**config.mk**
```make
export PLATFORM = sky130hd
export DESIGN_NAME = fifo_rr_arbiter
export DESIGN_NICKNAME = d
export VERILOG_FILES = /design/src/rtl/fifo_rr_arbiter.sv
export SDC_FILE = /design/constraint.sdc
export NUM_CORES = 1
export LEC_CHECK = 0
export BUFFER_PORTS_ARGS = -buffer_cell sky130_fd_sc_hd__buf_2
export CORE_MARGIN = 8
export CORE_UTILIZATION = 48
export DETAILED_ROUTE_END_ITERATION = 10
export PLACE_DENSITY_LB_ADDON = 0.2
export SLEW_MARGIN = 15
export SYNTH_ARGS = -nofsm -noshare
export SYNTH_HDL_FRONTEND = slang
export SYNTH_SLANG_ARGS = --single-unit
```
**constraint.sdc**
```tcl
create_clock -name clk -period 4.2 [get_ports clk]
set_input_delay 0.84 -clock clk [delete_from_list [all_inputs] [get_ports clk]]
set_output_delay 0.84 -clock clk [all_outputs]
set_load 0.005 [all_outputs]
```
**src/rtl/fifo_rr_arbiter.sv**
```systemverilog
`default_nettype none
// ============================================================================
// Module      : fifo_rr_arbiter
// Description : Round-robin read scheduler that drains four upstream FIFOs
//               into one downstream FIFO. It issues at most one read strobe
//               per cycle and forwards each word two cycles later, stopping
//               new grants while the downstream FIFO reports almost-full.
// Revision    : 1.0 - initial release
// ============================================================================
module fifo_rr_arbiter #(
    parameter int DATA_W = 10,
    parameter int N_CH   = 4
) (
    input  logic                     clk,
    input  logic                     rst,
    input  logic [N_CH-1:0]          chan_en,
    input  logic [N_CH-1:0]          fifo_empty,
    input  logic [N_CH*DATA_W-1:0]   fifo_data,
    input  logic                     out_almost_full,
    output logic [N_CH-1:0]          rd_enb,
    output logic                     wr_enb,
    output logic [DATA_W-1:0]        data_out,
    output logic [1:0]               grant_idx,
    output logic                     idle
);

    localparam logic [1:0] S_IDLE  = 2'd0;
    localparam logic [1:0] S_ARB   = 2'd1;
    localparam logic [1:0] S_STALL = 2'd2;

    logic [1:0]        r_state;
    logic [1:0]        r_grant_idx;
    logic              r_vld1;
    logic [1:0]        r_ch1;
    logic              r_wr;
    logic [DATA_W-1:0] r_dout;

    logic [3:0]        w_elig;
    logic [7:0]        w_elig2;
    logic [1:0]        w_start;
    logic [3:0]        w_rot;
    logic [1:0]        w_off;
    logic              w_found;
    logic [1:0]        w_sel;
    logic              w_do_grant;
    logic [1:0]        w_state_nxt;

    assign w_elig  = chan_en & ~fifo_empty;
    // Duplicate the mask so a 4-bit window starting after the last grant
    // gives the search order without wrap-around logic.
    assign w_elig2 = {w_elig, w_elig};
    assign w_start = r_grant_idx + 2'd1;
    assign w_rot   = w_elig2[w_start +: 4];

    // Find the first eligible channel in rotation order.
    always_comb begin
        w_found = 1'b1;
        w_off   = 2'd0;
        if (w_rot[0])      w_off = 2'd0;
        else if (w_rot[1]) w_off = 2'd1;
        else if (w_rot[2]) w_off = 2'd2;
        else if (w_rot[3]) w_off = 2'd3;
        else               w_found = 1'b0;
    end

    assign w_sel      = w_start + w_off;
    // Grants stop in the same cycle almost-full rises and stay off for the
    // STALL cycle that follows, so in-flight words never exceed two.
    assign w_do_grant = w_found & (r_state != S_STALL) & ~out_almost_full & ~rst;
    assign rd_enb     = w_do_grant ? (4'b0001 << w_sel) : 4'b0000;

    // Next-state selection; every state reacts to the same current inputs.
    always_comb begin
        w_state_nxt = S_IDLE;
        case (r_state)
            S_IDLE, S_ARB, S_STALL: begin
                if (out_almost_full)  w_state_nxt = S_STALL;
                else if (|w_elig)     w_state_nxt = S_ARB;
                else                  w_state_nxt = S_IDLE;
            end
            default: w_state_nxt = S_IDLE;
        endcase
    end

    // State register and rotation pointer.
    always_ff @(posedge clk) begin
        if (rst) begin
            r_state     <= S_IDLE;
            r_grant_idx <= 2'd3;
        end else begin
            r_state <= w_state_nxt;
            if (w_do_grant) begin
                r_grant_idx <= w_sel;
            end
        end
    end

    // Read pipeline: remember which channel was read, then capture its word
    // the following cycle and present it as the downstream write.
    always_ff @(posedge clk) begin
        if (rst) begin
            r_vld1 <= 1'b0;
            r_ch1  <= 2'd0;
            r_wr   <= 1'b0;
            r_dout <= '0;
        end else begin
            r_vld1 <= w_do_grant;
            if (w_do_grant) begin
                r_ch1 <= w_sel;
            end
            r_wr <= r_vld1;
            if (r_vld1) begin
                r_dout <= fifo_data[r_ch1*DATA_W +: DATA_W];
            end
        end
    end

    assign wr_enb    = r_wr;
    assign data_out  = r_dout;
    assign grant_idx = r_grant_idx;
    assign idle      = (r_state == S_IDLE) & ~r_vld1 & ~r_wr;

endmodule
`default_nettype wire

```
### Word-level counts from Yosys, hierarchy flattened

Cells that the tools add are included.
Widths: inputs -> output; s select.

| storage, ports and cells | value |
|---|---|
| bits of input ports | 51 |
| word-level logic and storage cells | 44 |
| register bits | 18 |

| cells by class | value |
|---|---|
| shift-type cells | 3 |
| reductions and logical operators | 5 |
| add/sub/neg operators | 2 |
| multiply operators | 1 |
| equal/unequal tests | 3 |
| bitwise operators | 12 |
| muxes and demuxes | 11 |

Operator list:

| kind | number |
|---|---|
| $shiftx 40x7->10 | 1 |
| $mux 2 | 5 |
| $shiftx 8x3->4 | 1 |
| $reduce_or 3->1 | 2 |
| $and 1x1->1 | 5 |
| $mul 2x3->5 const B | 1 |
| $mux 1 | 5 |
| $not 1->1 | 5 |
| $and 4x4->4 | 1 |
| $mux 4 | 1 |
| $not 4->4 | 1 |
| $reduce_or 4->1 | 1 |
| $shl 1x2->4 const A | 1 |
| $add 2x1->2 const B | 1 |
| $add 2x2->2 | 1 |
| $eq 2x1->1 const B | 1 |
| $eq 2x2->1 const B | 1 |
| $logic_not 2->1 | 1 |
| $ne 2x2->1 const B | 1 |
| $reduce_or 2->1 | 1 |

### Logic depth before layout (Yosys ltp)

| logic depth | value |
|---|---|
| word-level depth | 11 |
| depth in mapped cells | 10 |
| gate-level depth less buffers | 9 |

### Least setup slack after synthesis

No wires, ideal clock.

| path | value |
|---|---|
| kind | input -> output |
| start | input port fifo_empty[2] |
| end | output port rd_enb[2] |
| path slack | 0.916 ns |
| buffers on the path | 1 |
| arrival time | 2.444 ns |
| stages | 7 |
| cell sequence | nand2b_4 buf_6 a311oi_1 o221ai_1 ha_1 or4_1 a21oi_1 |

| between the ends | value |
|---|---|
| longest elaborated chain between the ends | 11 |
| elaborated cells on any way between the ends | 17 |
| those cells by class | 1 x add/sub; 2 x shift; 9 x mux; 5 x bitwise |

RTL lines:

| what | RTL line | RTL |
|---|---|---|
| start, declared | 17 | `input logic [N_CH-1:0] fifo_empty,` |
| $not 4->4 (*) | 48 | `assign w_elig = chan_en & ~fifo_empty;` |
| $and 4x4->4 (*) | 48 |  |
| $shiftx 8x3->4 (*) | 53 | `assign w_rot = w_elig2[w_start +: 4];` |
| parallel branches: the longest is 7 deep, another holds $add 2x2->2 | -- |  |
| $mux 4 (*) | 70 | `assign rd_enb = w_do_grant ? (4'b0001 << w_sel) : 4'b0000;` |
| end, declared | 20 | `output logic [N_CH-1:0] rd_enb,` |

Every way passes the cells marked *.

### Worst setup path after layout

| path | value |
|---|---|
| start | input port fifo_empty[3] |
| end | output port rd_enb[3] |

The elaborated chain is that of the path after synthesis.

==> flow_metrics.env <==
export IMPL_status="finished clean"
export IMPL_place_hpwl_mm=2.685
export IMPL_routed_wl_mm=3.254
export IMPL_avgViaCountPerCell=5.420
export IMPL_synth_nets=169
export IMPL_antenna_left=0
export IMPL_wire_per_inst_um=15.35
export IMPL_hold_class="register to register"
export IMPL_crit_type="primary input to primary output"
export IMPL_fin_ws_ns=0.6473
export IMPL_critPathMaxFanout=6
export IMPL_setup_violations=0
export IMPL_cts_htree_levels=1
export IMPL_ys_seq_area_share_pct=28.63
export IMPL_cp_required_ns=3.36
export IMPL_gp_congestion=0.7981
export IMPL_end_kind="primary output"
export IMPL_insertedDiodeCount=0
export IMPL_fin_area_um2=1608
export IMPL_finalHoldViolations=0
export IMPL_skew_ns=0.004601
export IMPL_grt_max_degree=19
export IMPL_min_period_over_period_pct=84.59
export IMPL_final_common_cell="buf_2"
export IMPL_cp_top_family="simple AND/OR/NAND/NOR gates"
export IMPL_fin_crit_ns=3.553
export IMPL_fin_util_pct=64.90
export IMPL_drive_gt1_share_pct=52.20
export IMPL_die_area_um2=4517
export IMPL_synthesis_instances=117
export IMPL_synth_cell_type_count=45
export IMPL_grt_usage_pct=14.69
export IMPL_worstSetupPathDepth=9
export IMPL_ys_ff_latch=18
export IMPL_ir_drop_uv=165.8
export IMPL_overflow=0
export IMPL_syn_area_um2=1259
export IMPL_clockRootBuffer="clkbuf_4"
export IMPL_critical_path_slowest_cell="or4_1"
export IMPL_maxCapViolCount=0
export IMPL_ios=69
export IMPL_slew_viol_final=0
export IMPL_cts_sinks=18
export IMPL_clockBufferDepth=2
export IMPL_cts_tree="yes"
export IMPL_yosysWarnings=0
export IMPL_async_flop_share_pct=0
export IMPL_rsz0062_at_grt="false"
export IMPL_core_um2=2477
export IMPL_place_inst=208
export IMPL_path_clk_slew_ns=0.10
export IMPL_total_leakage_power_nw=0.7056
export IMPL_final_setup_tns_ns=0
export IMPL_cp_cell_sequence="buf_2, or2b_4, nand3_1, o311a_1, o221ai_1, ha_1, or4_1, a21oi_1, buf_2"
export IMPL_vias=1149
export IMPL_ys_flop_type="dfxtp_1"
export IMPL_ctsResizeCount=0
export IMPL_numPortBuffers=68
export IMPL_worstHoldStart="data_out[6]"
export IMPL_finalNonFillerCells=212
export IMPL_holdWs_ns=0.5032
export IMPL_worstRegToRegCells=7
export IMPL_grt_pass1_vias=1202
export IMPL_cts_buffers=3
export IMPL_drt_iter0_drc=31
export IMPL_ff2ff_setup_slack_ns=1.97
export IMPL_die_h_um=67.21
export IMPL_die_x_um=67.21
export IMPL_cts_setup_buffers=0
export IMPL_max_freq_mhz=281.5
export IMPL_fin_nets=235
export IMPL_firstDrtPassIters=4
export IMPL_syn_area_per_cell_um2=10.76
export IMPL_synth_edf_count=0
export IMPL_worstSkewPairLatency_ns=0.29
export IMPL_regToRegEndpoint="grant_idx[1]"
export IMPL_worstPathArrival_ns=2.71
export IMPL_post_place_ws_ns=0.6549
export IMPL_grt_first_pass_wirelength_mm=5.161
export IMPL_min_to="data_out[6]"
export IMPL_ctsHoldBuffers=0
export IMPL_total_power_mw=0.4476
export IMPL_num_rows=18
export IMPL_critical_path_buf_inv_count=2
export IMPL_cp_slowest_stage_delay_ns=0.57
export IMPL_start_util_pct=50.81
export IMPL_grt_antenna_before_repair=0
export IMPL_crit_path_start_kind="primary input"
export IMPL_cellPowerDensity_nw_per_um2=278.4
export IMPL_slew_headroom_pct=54.50
export IMPL_drc=0
export IMPL_tightest_slew_ns=0.6816
export IMPL_hold_depth=2
export IMPL_post_dp_cell_area_um2=1572
export IMPL_area_growth_pct=27.73
export IMPL_timing_critical_path_mode_cell="buf_2"
export IMPL_reg2reg_from="grant_idx[0]"
export IMPL_layout_common_cells="buf_2 (68), dfxtp_1 (18), nor2_1 (13)"
cell usage after synthesis, types with 2 or more instances:
library cell  instances  area [µm²]
mux2i_1              10       100.1
and2b_2               2       17.52
nor4_1                2       12.51
nand2b_2              2       17.52
nand2_1               6       22.52
o21a_1                2       15.01
o21ai_0               2       10.01
clkbuf_8              3       41.29
o211ai_1              2       15.01
nor2_1               13       48.80
mux4_2               10       225.2
a21oi_1               5       25.02
nor2b_1               2       12.51
dfxtp_1              18       360.4
nand3_1               3       15.01
inv_1                 2       7.510
nor3_1                5       25.02
layer usage:
metal	vias up	GRT usage (%)	wire, µm	share of wire, %
met5	-	0	0	0
met1	516	15.95	1277	39
met2	46	26.28	1602	49
li1	581	-	-	-
met4	0	8.616	78	2.4
met3	6	2.483	295	9.1
worst register-to-register path, delay by kind of cell (launching register included):
family / cells / cell delay (ns)
adders and majority gates: 1 / 0.32
AOI/OAI and AO/OA: 2 / 0.54
and+or+nand+nor: 3 / 0.69
buffers and inverters: 1 / 0.15
DFF: 1 / 0.43
power breakdown:
part	total (mW)	switching [mW]	internal [mW]
clock network	0.105	0.0519	0.0529
logic	0.138	0.0574	0.0804
registers	0.205	0.0224	0.183
cell families after synthesis:
logic type,synth area share (%)
and+or+nand+nor,23.46
AOI/OAI and AO/OA,15.31
muxes,25.85
DFF,28.63
buffers and inverters,5.765
adders and majority gates,0.9939
worst max path at each step:
| stage | start | to | slack, ns |
|---|---|---|---|
| 2_1_floorplan | fifo_empty[2] | rd_enb[2] | 0.92 |
| 3_3_place_gp | fifo_empty[3] | rd_enb[2] | 0.69 |
| 3_5_place_dp | fifo_empty[3] | rd_enb[3] | 0.65 |
| 4_1_cts | fifo_empty[3] | rd_enb[3] | 0.64 |
| 5_1_grt | chan_en[1] | rd_enb[3] | 0.49 |
| 6_report | fifo_empty[3] | rd_enb[3] | 0.65 |
area by class of cell:
type	count	area (µm²)
Fill cell	211	869.6
Tap cell	30	37.54
Inverter	2	7.507
Sequential cell	18	360.3
Multi-Input combinational cell	90	825.8
Timing Repair Buffer	68	340.3
Clock buffer	4	36.28
registers in the layout (all words and copies together), names as in the netlist:
signal	cells
data_out	10
grant_idx	2
r_state	2
r_ch1	2
wr_enb	1
r_vld1	1
Note: power is estimated with default switching activity, not from simulation.
